==> src/rtl/alu_rr_scheduler_pkg.sv <==
// Shared definitions for the round-robin ALU scheduler: ALU op codes,
// FSM state encoding, requester count and a small one-hot helper.
package alu_rr_scheduler_pkg;

  localparam int unsigned N_REQ = 4;
  localparam int unsigned ID_W  = 2;

  typedef enum logic [1:0] {
    OP_ADD = 2'd0,
    OP_SUB = 2'd1,
    OP_MUL = 2'd2,
    OP_BAD = 2'd3
  } alu_op_e;

  typedef enum logic {
    S_IDLE = 1'b0,
    S_EXEC = 1'b1
  } sched_state_e;

  // Decode a requester index into its one-hot grant vector.
  function automatic logic [N_REQ-1:0] idx_to_onehot(input logic [ID_W-1:0] idx);
    logic [N_REQ-1:0] oh;
    oh = {N_REQ{1'b0}};
    case (idx)
      2'd0:    oh = 4'b0001;
      2'd1:    oh = 4'b0010;
      2'd2:    oh = 4'b0100;
      2'd3:    oh = 4'b1000;
      default: oh = 4'b0000;
    endcase
    return oh;
  endfunction

endpackage

==> src/rtl/alu_rr_scheduler_if.sv <==
// Bundle of client request lanes, the external ALU connection and the
// tagged result return. The scheduler uses the slave view; the client/ALU
// side (or a testbench) uses the master view.
interface alu_rr_scheduler_if
  import alu_rr_scheduler_pkg::*;
#(
  parameter int unsigned W = 8
);
  logic [N_REQ-1:0]   req;
  logic [2*N_REQ-1:0] op;
  logic [N_REQ*W-1:0] a_in;
  logic [N_REQ*W-1:0] b_in;
  logic [N_REQ-1:0]   gnt;
  logic [1:0]         alu_control;
  logic [W-1:0]       alu_x;
  logic [W-1:0]       alu_z;
  logic [W-1:0]       alu_y;
  logic               res_valid;
  logic [W-1:0]       res_data;
  logic [ID_W-1:0]    res_id;
  logic               res_err;

  modport master (
    output req, op, a_in, b_in, alu_y,
    input  gnt, alu_control, alu_x, alu_z, res_valid, res_data, res_id, res_err
  );

  modport slave (
    input  req, op, a_in, b_in, alu_y,
    output gnt, alu_control, alu_x, alu_z, res_valid, res_data, res_id, res_err
  );
endinterface

==> src/rtl/alu_rr_scheduler_chk.sv <==
// Protocol checker for the scheduler outputs: grants are one-hot single
// pulses, results are single-cycle strobes and error results carry zero data.
module alu_rr_scheduler_chk
  import alu_rr_scheduler_pkg::*;
#(
  parameter int unsigned W = 8
)(
  input logic             clk,
  input logic             reset_n,
  input logic [N_REQ-1:0] gnt,
  input logic             res_valid,
  input logic             res_err,
  input logic [W-1:0]     res_data
);

  a_gnt_onehot: assert property (@(posedge clk) disable iff (!reset_n)
    $onehot0(gnt));

  a_gnt_pulse: assert property (@(posedge clk) disable iff (!reset_n)
    (gnt != 4'b0000) |=> (gnt == 4'b0000));

  a_res_pulse: assert property (@(posedge clk) disable iff (!reset_n)
    res_valid |=> !res_valid);

  a_err_zero: assert property (@(posedge clk) disable iff (!reset_n)
    res_err |-> (res_valid && (res_data == '0)));

endmodule

==> src/rtl/alu_rr_scheduler_rr_arb4.sv <==
// Combinational rotate-priority picker for four requesters. Scanning starts
// at ptr and wraps, so the requester at ptr has highest priority.
module rr_arb4
  import alu_rr_scheduler_pkg::*;
(
  input  logic [N_REQ-1:0] req,
  input  logic [ID_W-1:0]  ptr,
  output logic [N_REQ-1:0] onehot,
  output logic [ID_W-1:0]  idx,
  output logic             any
);

  logic [ID_W-1:0] cand_s;

  // Pick the first asserted request at or after ptr, modulo four.
  always_comb begin
    onehot = {N_REQ{1'b0}};
    idx    = 2'd0;
    any    = 1'b0;
    cand_s = 2'd0;
    for (int i = 0; i < N_REQ; i++) begin
      cand_s = ptr + 2'(i);
      if (!any && req[cand_s]) begin
        any    = 1'b1;
        idx    = cand_s;
        onehot = idx_to_onehot(cand_s);
      end else begin
        any    = any;
      end
    end
  end

endmodule

==> src/rtl/alu_rr_scheduler.sv <==
// Shares one external combinational ALU between four requesters.
// A round-robin pick in IDLE captures the winner's op and operands, which
// stay stable on the ALU inputs for the whole EXEC phase (multicycle path
// for multiply). The result is returned with the requester id.
module alu_rr_scheduler
  import alu_rr_scheduler_pkg::*;
#(
  parameter int unsigned W          = 8,
  parameter int unsigned MUL_CYCLES = 3
)(
  input logic               clk,
  input logic               reset_n,
  alu_rr_scheduler_if.slave bus
);

  localparam int unsigned    CNT_W   = (MUL_CYCLES < 1) ? 1 : $clog2(MUL_CYCLES + 1);
  localparam logic [CNT_W-1:0] CNT_MUL = (MUL_CYCLES < 1) ? CNT_W'(0) : CNT_W'(MUL_CYCLES - 1);

  sched_state_e     state_r;
  sched_state_e     state_nxt_s;
  logic [ID_W-1:0]  ptr_r;
  logic [CNT_W-1:0] cnt_r;
  logic [N_REQ-1:0] gnt_r;
  logic [1:0]       alu_control_r;
  logic [W-1:0]     alu_x_r;
  logic [W-1:0]     alu_z_r;
  logic [ID_W-1:0]  winner_r;
  logic             res_valid_r;
  logic             res_err_r;
  logic [W-1:0]     res_data_r;
  logic [ID_W-1:0]  res_id_r;

  logic [N_REQ-1:0] arb_onehot_s;
  logic [ID_W-1:0]  arb_idx_s;
  logic             arb_any_s;
  logic [1:0]       op_sel_s;
  logic [W-1:0]     a_sel_s;
  logic [W-1:0]     b_sel_s;
  logic [W-1:0]     res_next_s;

  rr_arb4 u_arb (
    .req    (bus.req),
    .ptr    (ptr_r),
    .onehot (arb_onehot_s),
    .idx    (arb_idx_s),
    .any    (arb_any_s)
  );

  // Route the arbitration winner's op and operands toward the capture registers.
  always_comb begin
    op_sel_s = 2'd0;
    a_sel_s  = '0;
    b_sel_s  = '0;
    case (arb_idx_s)
      2'd0: begin
        op_sel_s = bus.op[1:0];
        a_sel_s  = bus.a_in[0*W +: W];
        b_sel_s  = bus.b_in[0*W +: W];
      end
      2'd1: begin
        op_sel_s = bus.op[3:2];
        a_sel_s  = bus.a_in[1*W +: W];
        b_sel_s  = bus.b_in[1*W +: W];
      end
      2'd2: begin
        op_sel_s = bus.op[5:4];
        a_sel_s  = bus.a_in[2*W +: W];
        b_sel_s  = bus.b_in[2*W +: W];
      end
      2'd3: begin
        op_sel_s = bus.op[7:6];
        a_sel_s  = bus.a_in[3*W +: W];
        b_sel_s  = bus.b_in[3*W +: W];
      end
      default: begin
        op_sel_s = 2'd0;
        a_sel_s  = '0;
        b_sel_s  = '0;
      end
    endcase
  end

  // Invalid ops never forward the ALU output; they return zero.
  always_comb begin
    res_next_s = '0;
    if (alu_control_r == OP_BAD) begin
      res_next_s = '0;
    end else begin
      res_next_s = bus.alu_y;
    end
  end

  // Next-state logic: leave IDLE on any request, leave EXEC when the countdown ends.
  always_comb begin
    state_nxt_s = state_r;
    case (state_r)
      S_IDLE: begin
        if (arb_any_s) begin
          state_nxt_s = S_EXEC;
        end else begin
          state_nxt_s = S_IDLE;
        end
      end
      S_EXEC: begin
        if (cnt_r == '0) begin
          state_nxt_s = S_IDLE;
        end else begin
          state_nxt_s = S_EXEC;
        end
      end
      default: state_nxt_s = S_IDLE;
    endcase
  end

  // FSM state register.
  always_ff @(posedge clk or negedge reset_n) begin
    if (!reset_n) begin
      state_r <= S_IDLE;
    end else begin
      state_r <= state_nxt_s;
    end
  end

  // Datapath: capture on grant, count down in EXEC, register the tagged result.
  always_ff @(posedge clk or negedge reset_n) begin
    if (!reset_n) begin
      ptr_r         <= 2'd0;
      cnt_r         <= '0;
      gnt_r         <= 4'b0000;
      alu_control_r <= 2'd0;
      alu_x_r       <= '0;
      alu_z_r       <= '0;
      winner_r      <= 2'd0;
      res_valid_r   <= 1'b0;
      res_err_r     <= 1'b0;
      res_data_r    <= '0;
      res_id_r      <= 2'd0;
    end else begin
      gnt_r       <= 4'b0000;
      res_valid_r <= 1'b0;
      res_err_r   <= 1'b0;
      case (state_r)
        S_IDLE: begin
          if (arb_any_s) begin
            alu_control_r <= op_sel_s;
            alu_x_r       <= a_sel_s;
            alu_z_r       <= b_sel_s;
            gnt_r         <= arb_onehot_s;
            winner_r      <= arb_idx_s;
            ptr_r         <= arb_idx_s + 2'd1;
            cnt_r         <= (op_sel_s == OP_MUL) ? CNT_MUL : CNT_W'(0);
          end else begin
            ptr_r <= ptr_r;
          end
        end
        S_EXEC: begin
          if (cnt_r != '0) begin
            cnt_r <= cnt_r - CNT_W'(1);
          end else begin
            res_data_r  <= res_next_s;
            res_err_r   <= (alu_control_r == OP_BAD);
            res_id_r    <= winner_r;
            res_valid_r <= 1'b1;
          end
        end
        default: begin
          cnt_r <= '0;
        end
      endcase
    end
  end

  assign bus.gnt         = gnt_r;
  assign bus.alu_control = alu_control_r;
  assign bus.alu_x       = alu_x_r;
  assign bus.alu_z       = alu_z_r;
  assign bus.res_valid   = res_valid_r;
  assign bus.res_data    = res_data_r;
  assign bus.res_id      = res_id_r;
  assign bus.res_err     = res_err_r;

  alu_rr_scheduler_chk #(.W(W)) u_chk (
    .clk       (clk),
    .reset_n   (reset_n),
    .gnt       (gnt_r),
    .res_valid (res_valid_r),
    .res_err   (res_err_r),
    .res_data  (res_data_r)
  );

endmodule

==> src/flat_wrapper.sv <==
// flat-port wrapper written by rule: the top's interface ports become plain ports
module alu_rr_scheduler_flat import alu_rr_scheduler_pkg::*;
#(
  parameter int unsigned W          = 8,
  parameter int unsigned MUL_CYCLES = 3
)
  (clk, reset_n, bus_req, bus_op, bus_a_in, bus_b_in, bus_alu_y, bus_gnt, bus_alu_control, bus_alu_x, bus_alu_z, bus_res_valid, bus_res_data, bus_res_id, bus_res_err);
  alu_rr_scheduler_if #(.W(W)) bus_i ();
  input logic clk;
  input logic reset_n;
  input wire logic [$bits(bus_i.req)-1:0] bus_req;
  input wire logic [$bits(bus_i.op)-1:0] bus_op;
  input wire logic [$bits(bus_i.a_in)-1:0] bus_a_in;
  input wire logic [$bits(bus_i.b_in)-1:0] bus_b_in;
  input wire logic [$bits(bus_i.alu_y)-1:0] bus_alu_y;
  output wire logic [$bits(bus_i.gnt)-1:0] bus_gnt;
  output wire logic [$bits(bus_i.alu_control)-1:0] bus_alu_control;
  output wire logic [$bits(bus_i.alu_x)-1:0] bus_alu_x;
  output wire logic [$bits(bus_i.alu_z)-1:0] bus_alu_z;
  output wire logic [$bits(bus_i.res_valid)-1:0] bus_res_valid;
  output wire logic [$bits(bus_i.res_data)-1:0] bus_res_data;
  output wire logic [$bits(bus_i.res_id)-1:0] bus_res_id;
  output wire logic [$bits(bus_i.res_err)-1:0] bus_res_err;
  assign bus_i.req = bus_req;
  assign bus_i.op = bus_op;
  assign bus_i.a_in = bus_a_in;
  assign bus_i.b_in = bus_b_in;
  assign bus_i.alu_y = bus_alu_y;
  assign bus_gnt = bus_i.gnt;
  assign bus_alu_control = bus_i.alu_control;
  assign bus_alu_x = bus_i.alu_x;
  assign bus_alu_z = bus_i.alu_z;
  assign bus_res_valid = bus_i.res_valid;
  assign bus_res_data = bus_i.res_data;
  assign bus_res_id = bus_i.res_id;
  assign bus_res_err = bus_i.res_err;
  alu_rr_scheduler #(.W(W), .MUL_CYCLES(MUL_CYCLES)) u_core (.clk(clk), .reset_n(reset_n), .bus(bus_i));
endmodule
==> config.mk <==
export PLATFORM = sky130hd
export DESIGN_NAME = alu_rr_scheduler_flat
export DESIGN_NICKNAME = d
export VERILOG_FILES = /design/src/rtl/alu_rr_scheduler_pkg.sv /design/src/rtl/alu_rr_scheduler_if.sv /design/src/rtl/alu_rr_scheduler_chk.sv /design/src/rtl/alu_rr_scheduler_rr_arb4.sv /design/src/rtl/alu_rr_scheduler.sv /design/src/flat_wrapper.sv
export SDC_FILE = /design/constraint.sdc
export NUM_CORES = 1
export LEC_CHECK = 0
export CAP_MARGIN = 20
export CORE_MARGIN = 4
export CORE_UTILIZATION = 37
export CTS_CLUSTER_DIAMETER = 100
export CTS_CLUSTER_SIZE = 12
export DETAILED_ROUTE_END_ITERATION = 10
export PLACE_DENSITY = 0.86
export SLEW_MARGIN = 30
export SYNTH_ARGS = -nofsm -noshare
export SYNTH_HDL_FRONTEND = slang
export SYNTH_SLANG_ARGS = --single-unit
==> constraint.sdc <==
create_clock -name clk -period 3.6 [get_ports clk]
set_input_delay 0.54 -clock clk [delete_from_list [all_inputs] [get_ports clk]]
set_output_delay 0.54 -clock clk [all_outputs]
set_load 0.01 [all_outputs]
==> results of run 1 <==
[final cells by class]
cell class / instances / area share
Multi-Input combinational cell: 190 / 0.342
Timing Repair Buffer: 130 / 0.327
Sequential cell: 41 / 0.264
Tap cell: 80 / 0.0258
Inverter: 19 / 0.0184
Clock buffer: 5 / 0.0177
Clock inverter: 3 / 0.00451
[registers in the layout, indices dropped and copies added, names as in the netlist]
| name | count |
|---|---|
| u_core.bus.alu_z | 8 |
| u_core.bus.alu_control | 2 |
| u_core.bus.res_err | 1 |
| u_core.ptr_r | 2 |
| u_core.bus.res_valid | 1 |
| u_core.cnt_r | 2 |
| u_core.bus.res_id | 2 |
| u_core.bus.res_data | 8 |
| u_core.winner_r | 2 |
| u_core.bus.gnt | 4 |
| u_core.state_r | 1 |
| u_core.bus.alu_x | 8 |
[logic make-up after synthesis]
kind of cell | synth area share
AOI/OAI and AO/OA | 0.266
and+or+nand+nor | 0.128
buffers and inverters | 0.0779
DFF | 0.402
adders and majority gates | 0.0637
muxes | 0.0554
xor gates and xnor gates | 0.00686
[synth_stat cells]
cell type	number
a2111oi_0	1
a211oi_1	8
a21o_1	6
a21oi_1	20
a221o_1	1
a221oi_1	3
a222oi_1	18
a22o_1	8
a311o_1	1
and2_1	2
and3_1	2
and3_4	1
and4_1	1
buf_1	3
buf_2	3
buf_6	4
clkbuf_1	15
dfrtp_1	41
ha_1	13
inv_1	19
mux2_2	5
mux2i_1	4
mux4_2	2
nand2_1	28
nand3b_1	1
nand4b_1	1
nor2_1	23
nor3_1	2
nor4_1	2
nor4_4	1
nor4b_1	1
o21ai_0	23
o31a_1	1
o31ai_1	6
or2_2	2
or3b_2	1
xnor2_1	2
[metal layers]
layer / wire (um) / up-vias
met5: 0 / -
met4: 200 / 0
met3: 395 / 17
met2: 3680 / 97
met1: 3190 / 1195
li1: - / 1241
[placed cells by master, fill, tap and decap left out, types with 8 or more instances in the layout]
| master | Yosys | layout |
|---|---|---|
| buf_4 | 0 | 12 |
| inv_1 | 19 | 19 |
| clkdlybuf4s50_1 | 0 | 118 |
| a211oi_1 | 8 | 8 |
| o21ai_0 | 23 | 23 |
| nor2_1 | 23 | 23 |
| nand2_1 | 28 | 28 |
| a22o_1 | 8 | 8 |
| ha_1 | 13 | 13 |
| a222oi_1 | 18 | 18 |
| a21oi_1 | 20 | 20 |
| dfrtp_1 | 41 | 41 |
[report_power, final]
part | switching, mW | internal (mW)
clock network | 0.158 | 0.134
registers | 0.126 | 0.674
logic | 1.10 | 0.999
[metrics by stage]
stage	hold slack (ps)	setup WS, ps	utilization
finish	212	550	0.575
global route	251	251	0.575
CTS	397	554	0.574
detailed placement	469	252	0.561
global placement	464	345	0.561
floorplan	244	236	-
[worst max-delay path by stage]
stage | start | to | slack (ps)
5_1_grt | u_core.ptr_r[0]$_DFFE_PN0P_ | u_core.bus.alu_x[4]$_DFFE_PN0P_ | 250
2_1_floorplan | u_core.ptr_r[0]$_DFFE_PN0P_ | u_core.cnt_r[1]$_DFFE_PN0P_ | 240
4_1_cts | u_core.ptr_r[0]$_DFFE_PN0P_ | u_core.bus.alu_x[4]$_DFFE_PN0P_ | 550
6_report | bus_req[3] | u_core.cnt_r[1]$_DFFE_PN0P_ | 550
3_5_place_dp | bus_req[3] | u_core.bus.alu_x[4]$_DFFE_PN0P_ | 250
3_3_place_gp | bus_req[3] | u_core.cnt_r[1]$_DFFE_PN0P_ | 350
==> run_results.csv, run 1 <==
group,metric,value,unit
run_status,status,"finished, final reports clean",
pwr,total_power,3.19,mW
timing,fin_crit_sh,0.847,
synthesis,synth_nets,374,
pwr,p_leak,1.67,nW
timing,setup_violations,0,
worst_setup_path,start_kind,"input pin",
synthesis,synth_seq_cells,41,
worst_setup_path,end_kind,"register",
detailed_routing,ant_nets,0,
pwr,peakVddDrop,0.702,mV
cts,clkLatencyLatePin,290,ps
synthesis,yosysTopAreaCell,"dfrtp_1",
job,maxCapViolCount,0,
layout,drive_gt1_frac,0.0825,
worst_setup_path,r2r_slack,570,ps
detailed_routing,firstDrtPassIters,6,
global_routing,met3_usage,0.0348,
pwr,power_density,821,nW/um^2
global_routing,use_met2,0.300,
placement,post_dp_cell_area,3790,sq um
floorplan,die_area,8290,sq um
worst_setup_path,cp_slowest_cell,"mux4_2",
worst_setup_path,arrival,3280,ps
cts,clock_path_buffers,2,
global_routing,grt_pass1_vias,2502,
layout,antenna_cells,0,
layout,fin_nets,486,
global_routing,overflow,0,
worst_setup_path,cp_top_family,"compound AO/OA/AOI/OAI gates",
timing,fin_crit,3050,ps
timing,slew_viol_final,0,
synthesis,syn-cell-area,2550,sq um
timing,slew_headroom,0.574,
layout,final_cell_area,3880,sq um
worst_setup_path,crit_buf_inv,2,
placement,routabilityCongestion,0.974,
floorplan,die_h,91.1,um
detailed_routing,vias,2550,
worst_setup_path,r2r_cells,10,
timing,finClkSkew,10.9,ps
synthesis,ys_top_cells_by_area,"dfrtp_1, a222oi_1, ha_1, o21ai_0, nand2_1",
synthesis,yosysWarnings,0,
layout,regArea,1030,sq um
floorplan,die_w,91.1,um
placement,dp.cells,460,
cts,clkTransAtPathRegs,80,ps
placement,portBuffers,119,
cts,cts_tree,"built",
worst_setup_path,crit_path_max_incr_delay,590,ps
synthesis,ys_types,37,
cts,htree_levels,2,
timing,fmax,328,MHz
synthesis,syn_area_per_cell,9.28,sq um
timing,hold_violations,0,
layout,fillers,569,
detailed_routing,viasPerCell,5.45,
global_routing,antenna_found_initial,0,
placement,dp_hpwl,5900,um
detailed_routing,drc,0,
worst_setup_path,path_depth,10,
floorplan,core_area,6760,sq um
cts,cts_sinks,41,
cts,cts-root-buf,"clkbuf_8",
detailed_routing,drt_iter0_markers,222,
synthesis,ys_seq_area_frac,0.402,
global_routing,grt_use_met1,0.232,
worst_setup_path,crit_path_cell_trace,"clkdlybuf4s50_1, mux4_2, a21o_1, a221o_1, ha_1, buf_4, a222oi_1, mux2i_1, nor3_1, a311o_1",
layout,multi_input_area,1330,sq um
detailed_routing,wire_per_inst,16.0,um
floorplan,start_util,0.378,
synthesis,synthCells,275,
worst_hold_path,hp-class,"input pin to asynchronous set/reset pin",
worst_setup_path,critical_path.max_fanout,17,
cts,cts_buffers,5,
layout,stdcell_count,468,
global_routing,grt_max_degree,42,
timing,rsz0062_at_grt,"no",
cts,post_cts_buffers,0,
worst_setup_path,path_class,"input pin to register",
cts,hold_buffers,0,
detailed_routing,routed_wirelength,7470,um
global_routing,gr-usage-all-layers,0.180,
floorplan,rows,30,
worst_setup_path,reg2reg_to,"u_core.cnt_r[1]$_DFFE_PN0P_",
worst_setup_path,worstReg2RegStart,"u_core.ptr_r[0]$_DFFE_PN0P_",
floorplan,pin_count,120,
global_routing,busiest_layer,"met2",
worst_setup_path,cp.required,3830,ps
layout,synthToLayoutAreaGrowth,52.1,%
cts,cts_resized,0,
timing,tightestPinTransition,622,ps
synthesis,synth.top_cell.area_share,0.402,
global_routing,grt_pass1_wl,12300,um
timing,setup_tns,0,ps
Note: power is estimated with default switching activity, not from simulation.
==> inputs of run 2 (changes only) <==
Settings changed: CORE_UTILIZATION 37 to 42, PLACE_DENSITY 0.86 to 0.92.
Clock period 3.6 ns to 2.9 ns, I/O delays scaled along.
==> run 2 against run 1 <==
Net effect: die area decreased by 11%; sequential share of layout area decreased by 1.3 points; sequential power increased by 26%; via count increased by 3.6%; total power increased by 38%; critical endpoint unchanged; hold slack got worse by 100 ps; worst setup slack got worse by 500 ps; critical path depth decreased by 2; critical path type is now register to register; register-to-register slack got worse by 520 ps; combinational power increased by 43%.
==> run_results.csv, run 2 (synthesis gave the netlist of run 1 again) <==
group,metric,value,unit
detailed_routing,vias,2642,
cts,cts_sinks,41,
detailed_routing,wire_per_inst,17.2,um
worst_setup_path,cp.required,3080,ps
cts,htree_levels,2,
timing,fmax,351,MHz
floorplan,start_util,0.431,
timing,fin_crit,2850,ps
timing,slew_headroom,0.565,
cts,clkLatencyLatePin,290,ps
pwr,p_leak,1.77,nW
worst_setup_path,start_kind,"register",
worst_hold_path,hp-class,"input pin to asynchronous set/reset pin",
layout,synthToLayoutAreaGrowth,60.1,%
global_routing,grt_max_degree,42,
global_routing,antenna_found_initial,0,
detailed_routing,drt_iter0_markers,237,
cts,post_cts_buffers,0,
timing,setup_violations,0,
detailed_routing,routed_wirelength,8240,um
worst_setup_path,path_class,"register to register",
layout,antenna_cells,0,
global_routing,overflow,0,
global_routing,grt_pass1_wl,12800,um
detailed_routing,viasPerCell,5.53,
floorplan,die_h,86.0,um
cts,cts_tree,"built",
floorplan,core_area,5920,sq um
job,maxCapViolCount,0,
floorplan,rows,28,
layout,fin_nets,501,
cts,clock_path_buffers,2,
run_status,status,"finished, final reports clean",
floorplan,pin_count,120,
timing,hold_violations,0,
cts,cts-root-buf,"clkbuf_8",
layout,fin_util,0.690,
worst_setup_path,end_kind,"register",
worst_setup_path,r2r_cells,8,
worst_setup_path,arrival,3030,ps
cts,clkTransAtPathRegs,80,ps
placement,routabilityCongestion,0.911,
pwr,total_power,4.40,mW
pwr,power_density,1080,nW/um^2
detailed_routing,drc,0,
detailed_routing,ant_nets,0,
timing,fin_crit_sh,0.983,
timing,rsz0062_at_grt,"yes",
floorplan,die_w,86.0,um
placement,portBuffers,119,
placement,dp_hpwl,6410,um
detailed_routing,firstDrtPassIters,7,
worst_setup_path,critical_path.max_fanout,4,
timing,tightestPinTransition,652,ps
pwr,peakVddDrop,0.951,mV
global_routing,grt_pass1_vias,2562,
layout,layout_common_cells,"clkdlybuf4s50_1, dfrtp_1, nand2_1",
timing,slew_viol_final,0,
cts,cts_buffers,5,
cts,hold_buffers,0,
layout,final_common_cell,"clkdlybuf4s50_1",
floorplan,die_area,7390,sq um
timing,finClkSkew,6.43,ps
global_routing,gr-usage-all-layers,0.218,
layout,drive_gt1_frac,0.139,
## run 2: layer usage
layer | GRT usage | vias up | routed length (um)
met1 | 0.277 | 1263 | 3320
met4 | 0.0604 | 0 | 121
li1 | - | 1274 | -
met2 | 0.378 | 95 | 4350
met3 | 0.0384 | 10 | 449
met5 | 0 | - | 0
## run 2: path summary, 6_finish.rpt
path	startpoint	endpoint	slack, ps
hold reg to reg	u_core.winner_r[0]$_DFFE_PN0P_	u_core.winner_r[0]$_DFFE_PN0P_	490
setup / recovery	u_core.ptr_r[0]$_DFFE_PN0P_	u_core.cnt_r[1]$_DFFE_PN0P_	50
min in group clk	u_core.winner_r[0]$_DFFE_PN0P_	u_core.winner_r[0]$_DFFE_PN0P_	490
setup reg to reg	u_core.ptr_r[0]$_DFFE_PN0P_	u_core.cnt_r[1]$_DFFE_PN0P_	50
max in group asynchronous	reset_n	u_core.ptr_r[0]$_DFFE_PN0P_	2410
hold / removal	reset_n	u_core.bus.alu_x[6]$_DFFE_PN0P_	110
## run 2: area by class of cell
cell class | count | area [sq um]
multi-input combinational | 190 | 1380
clock buffer | 6 | 82.6
fill | 470 | 1830
inverter | 19 | 71.3
timing repair buffer | 145 | 1420
clock inverter | 2 | 13.8
tap | 75 | 93.8
sequential | 41 | 1030
## run 2: repair_timing
action                                  in CTS  in global routing
pin swaps                                    4                  5
endpoints found under the setup margin       2                 12
resized for setup                           10                  3
## run 2: worst max-delay path, cell delays in order (launching register included)
cell and delay (ps):
dfrtp_2 430, mux4_2 540, a21o_1 180, a221o_1 350, ha_2 230, a222oi_1 440
mux2_4 240, nor3_2 40, a311o_1 270
## run 2: metrics by stage
| stage | instances | setup TNS (ps) | instance area (sq um) | hold WS (ps) | setup WS (ps) |
|---|---|---|---|---|---|
| floorplan | 275 | 0 | 2600 | 139 | 12.2 |
| detailed placement | 470 | -3640 | 3950 | 470 | -327 |
| CTS | 478 | 0 | 4060 | 288 | 23.4 |
| global route | 478 | -11.4 | 4090 | 138 | -11.4 |
| finish | 478 | 0 | 4090 | 111 | 50.7 |
| global placement | 470 | -2080 | 3950 | 463 | -244 |
## run 2: where the power goes
group,internal (mW),switching [mW]
Sequential,0.839,0.171
Clock,0.193,0.193
Combinational,1.50,1.50
==> inputs of run 3 (changes only) <==
Settings changed: CORE_UTILIZATION 42 to 45, PLACE_DENSITY 0.92 to 0.95.
Clock period 2.9 ns to 3.7 ns, I/O delays scaled along.
==> run 3 against run 2 <==
Net effect: clock power is 25% lower; first-iteration DRC count is 2.5% higher; fmax is 11% lower; sequential share of layout area is 1.3 points higher; total power is 28% lower; sequential power is 23% lower; clock-buffer cell count is 1 higher; highest routed layer unchanged; non-clock buffer count is 14 lower; hold slack better by 130 ps; die area is 6.0% lower; combinational power is 30% lower.
==> run_results.csv, run 3 (synthesis gave the netlist of run 1 again) <==
group,metric,value,unit
worst_hold_path,hp-class,"input pin to asynchronous set/reset pin",
cts,cts-root-buf,"clkbuf_8",
cts,hold_buffers,0,
floorplan,pin_count,120,
detailed_routing,viasPerCell,5.75,
pwr,power_density,814,nW/um^2
layout,antenna_cells,0,
pwr,seqPwrFrac,0.246,
layout,drive_gt1_frac,0.0799,
detailed_routing,ant_nets,0,
pwr,combinationalPowerShare,0.663,
pwr,swShare,0.434,
cts,post_cts_buffers,0,
worst_setup_path,cp.required,3860,ps
worst_setup_path,end_kind,"register",
worst_setup_path,critical_path.max_fanout,16,
placement,portBuffers,119,
timing,rsz0062_at_grt,"no",
detailed_routing,drt_iter0_markers,243,
timing,setup_tns,0,ps
placement,routabilityCongestion,0.904,
floorplan,die_w,83.3,um
timing,slew_headroom,0.574,
floorplan,rows,27,
cts,clkLatencyLatePin,290,ps
timing,slew_viol_final,0,
worst_setup_path,reg2reg_to,"u_core.bus.alu_x[5]$_DFFE_PN0P_",
worst_setup_path,r2r_slack,500,ps
pwr,p_switching,1.37,mW
floorplan,die_h,83.3,um
detailed_routing,routed_wirelength,7800,um
floorplan,start_util,0.464,
worst_setup_path,path_class,"register to register",
cts,cts_resized,0,
worst_setup_path,start_kind,"register",
floorplan,core_area,5510,sq um
timing,setup_violations,0,
pwr,p_leak,1.67,nW
detailed_routing,drc,0,
cts,cts_tree,"built",
worst_setup_path,r2r_cells,12,
worst_setup_path,arrival,3350,ps
timing,fmax,313,MHz
cts,clkTransAtPathRegs,70,ps
global_routing,grt_pass1_wl,12800,um
cts,clock_path_buffers,2,
global_routing,antenna_found_initial,0,
global_routing,grt_max_degree,42,
pwr,peakVddDrop,0.522,mV
layout,layout_common_cells,"clkdlybuf4s50_1, dfrtp_1, nand2_1",
global_routing,gr-usage-all-layers,0.225,
layout,fin_nets,487,
layout,final_common_cell,"clkdlybuf4s50_1",
timing,finClkSkew,8.94,ps
floorplan,die_area,6940,sq um
detailed_routing,vias,2645,
pwr,power_frac_clock,0.091,
timing,fin_crit,3200,ps
global_routing,grt_pass1_vias,2634,
layout,fillers,384,
cts,cts_sinks,41,
pwr,intPower,1.79,mW
placement,dp_hpwl,5920,um
detailed_routing,firstDrtPassIters,5,
placement,post_dp_cell_area,3790,sq um
layout,final_cell_area,3880,sq um
global_routing,overflow,0,
job,maxCapViolCount,0,
run_status,status,"finished, final reports clean",
timing,hold_violations,0,
timing,tightestPinTransition,634,ps
worst_setup_path,worstReg2RegStart,"u_core.ptr_r[0]$_DFFE_PN0P_",
detailed_routing,wire_per_inst,16.9,um
cts,htree_levels,2,
cts,cts_buffers,5,
layout,synthToLayoutAreaGrowth,52.0,%
timing,fin_crit_sh,0.865,
==> run 3: cell types whose count changed in the layout (fill, tap and decap cells not counted), moves of 3 or more <==
| cell | change |
|---|---|
| buf_4 | -10 |
| clkdlybuf4s50_1 | +4 |
| dlygate4sd2_1 | -4 |
| buf_12 | -3 |
| ha_1 | +3 |
==> run 3: power groups by stage <==
stage	sequential (mW)	clock (mW)	combinational [mW]
3_5_place_dp	0.782	0	2.06
2_1_floorplan	0.847	0	1.25
4_1_cts	0.775	0.296	2.09
3_3_place_gp	0.770	0	1.99
6_report	0.776	0.288	2.09
5_1_grt	0.799	0.317	2.31
==> run 3: final cells by class <==
cell class / count / area, sq um / share of cell area
inverter: 19 / 71.3 / 0.0184
tap: 72 / 90.1 / 0.0232
sequential: 41 / 1030 / 0.264
multi-input combinational: 190 / 1330 / 0.342
clock buffer: 7 / 86.3 / 0.0223
timing repair buffer: 131 / 1280 / 0.330
==> run 3: routing by layer <==
layer  up-vias  part of all wire  global-route usage
li1       1241                 -                   -
met1      1236              0.39               0.277
met2       137              0.49               0.373
met3        31             0.075              0.0476
met4         0             0.042               0.113
met5         -                 0                   0
==> run 3: worst max path at each step <==
stage,startpoint,to,slack [ps],cells past startpoint
after detailed placement,bus_req[3],u_core.cnt_r[1]$_DFFE_PN0P_,300,10
after global placement,bus_req[3],u_core.bus.alu_z[1]$_DFFE_PN0P_,370,10
after floorplan,u_core.ptr_r[0]$_DFFE_PN0P_,u_core.cnt_r[1]$_DFFE_PN0P_,340,15
after CTS,u_core.ptr_r[0]$_DFFE_PN0P_,u_core.bus.alu_x[5]$_DFFE_PN0P_,510,12
after global routing,u_core.ptr_r[1]$_DFFE_PN0P_,u_core.bus.alu_x[5]$_DFFE_PN0P_,220,12
final,u_core.ptr_r[0]$_DFFE_PN0P_,u_core.bus.alu_x[5]$_DFFE_PN0P_,500,12
==> run 3: metrics by stage <==
| step | util | worst slack (ps) | power (mW) | std cells | hold WS, ps |
|---|---|---|---|---|---|
| after floorplan | - | 336 | 2.10 | 275 | 259 |
| after global placement | 0.688 | 373 | 2.76 | 453 | 463 |
| after detailed placement | 0.688 | 298 | 2.85 | 453 | 475 |
| after CTS | 0.704 | 512 | 3.16 | 460 | 413 |
| after global routing | 0.705 | 221 | 3.43 | 460 | 270 |
| final | 0.705 | 501 | 3.16 | 460 | 236 |
==> run 3: worst max-delay path: stages (launching register included) <==
cell and delay, ps:
dfrtp_1 350, inv_1 130, ha_1 510, nand2_1 80, a21o_1 180, a221oi_1 500
inv_1 150, ha_1 250, buf_4 200, a222oi_1 410, nor2_1 110, a21oi_1 120
o21ai_0 80
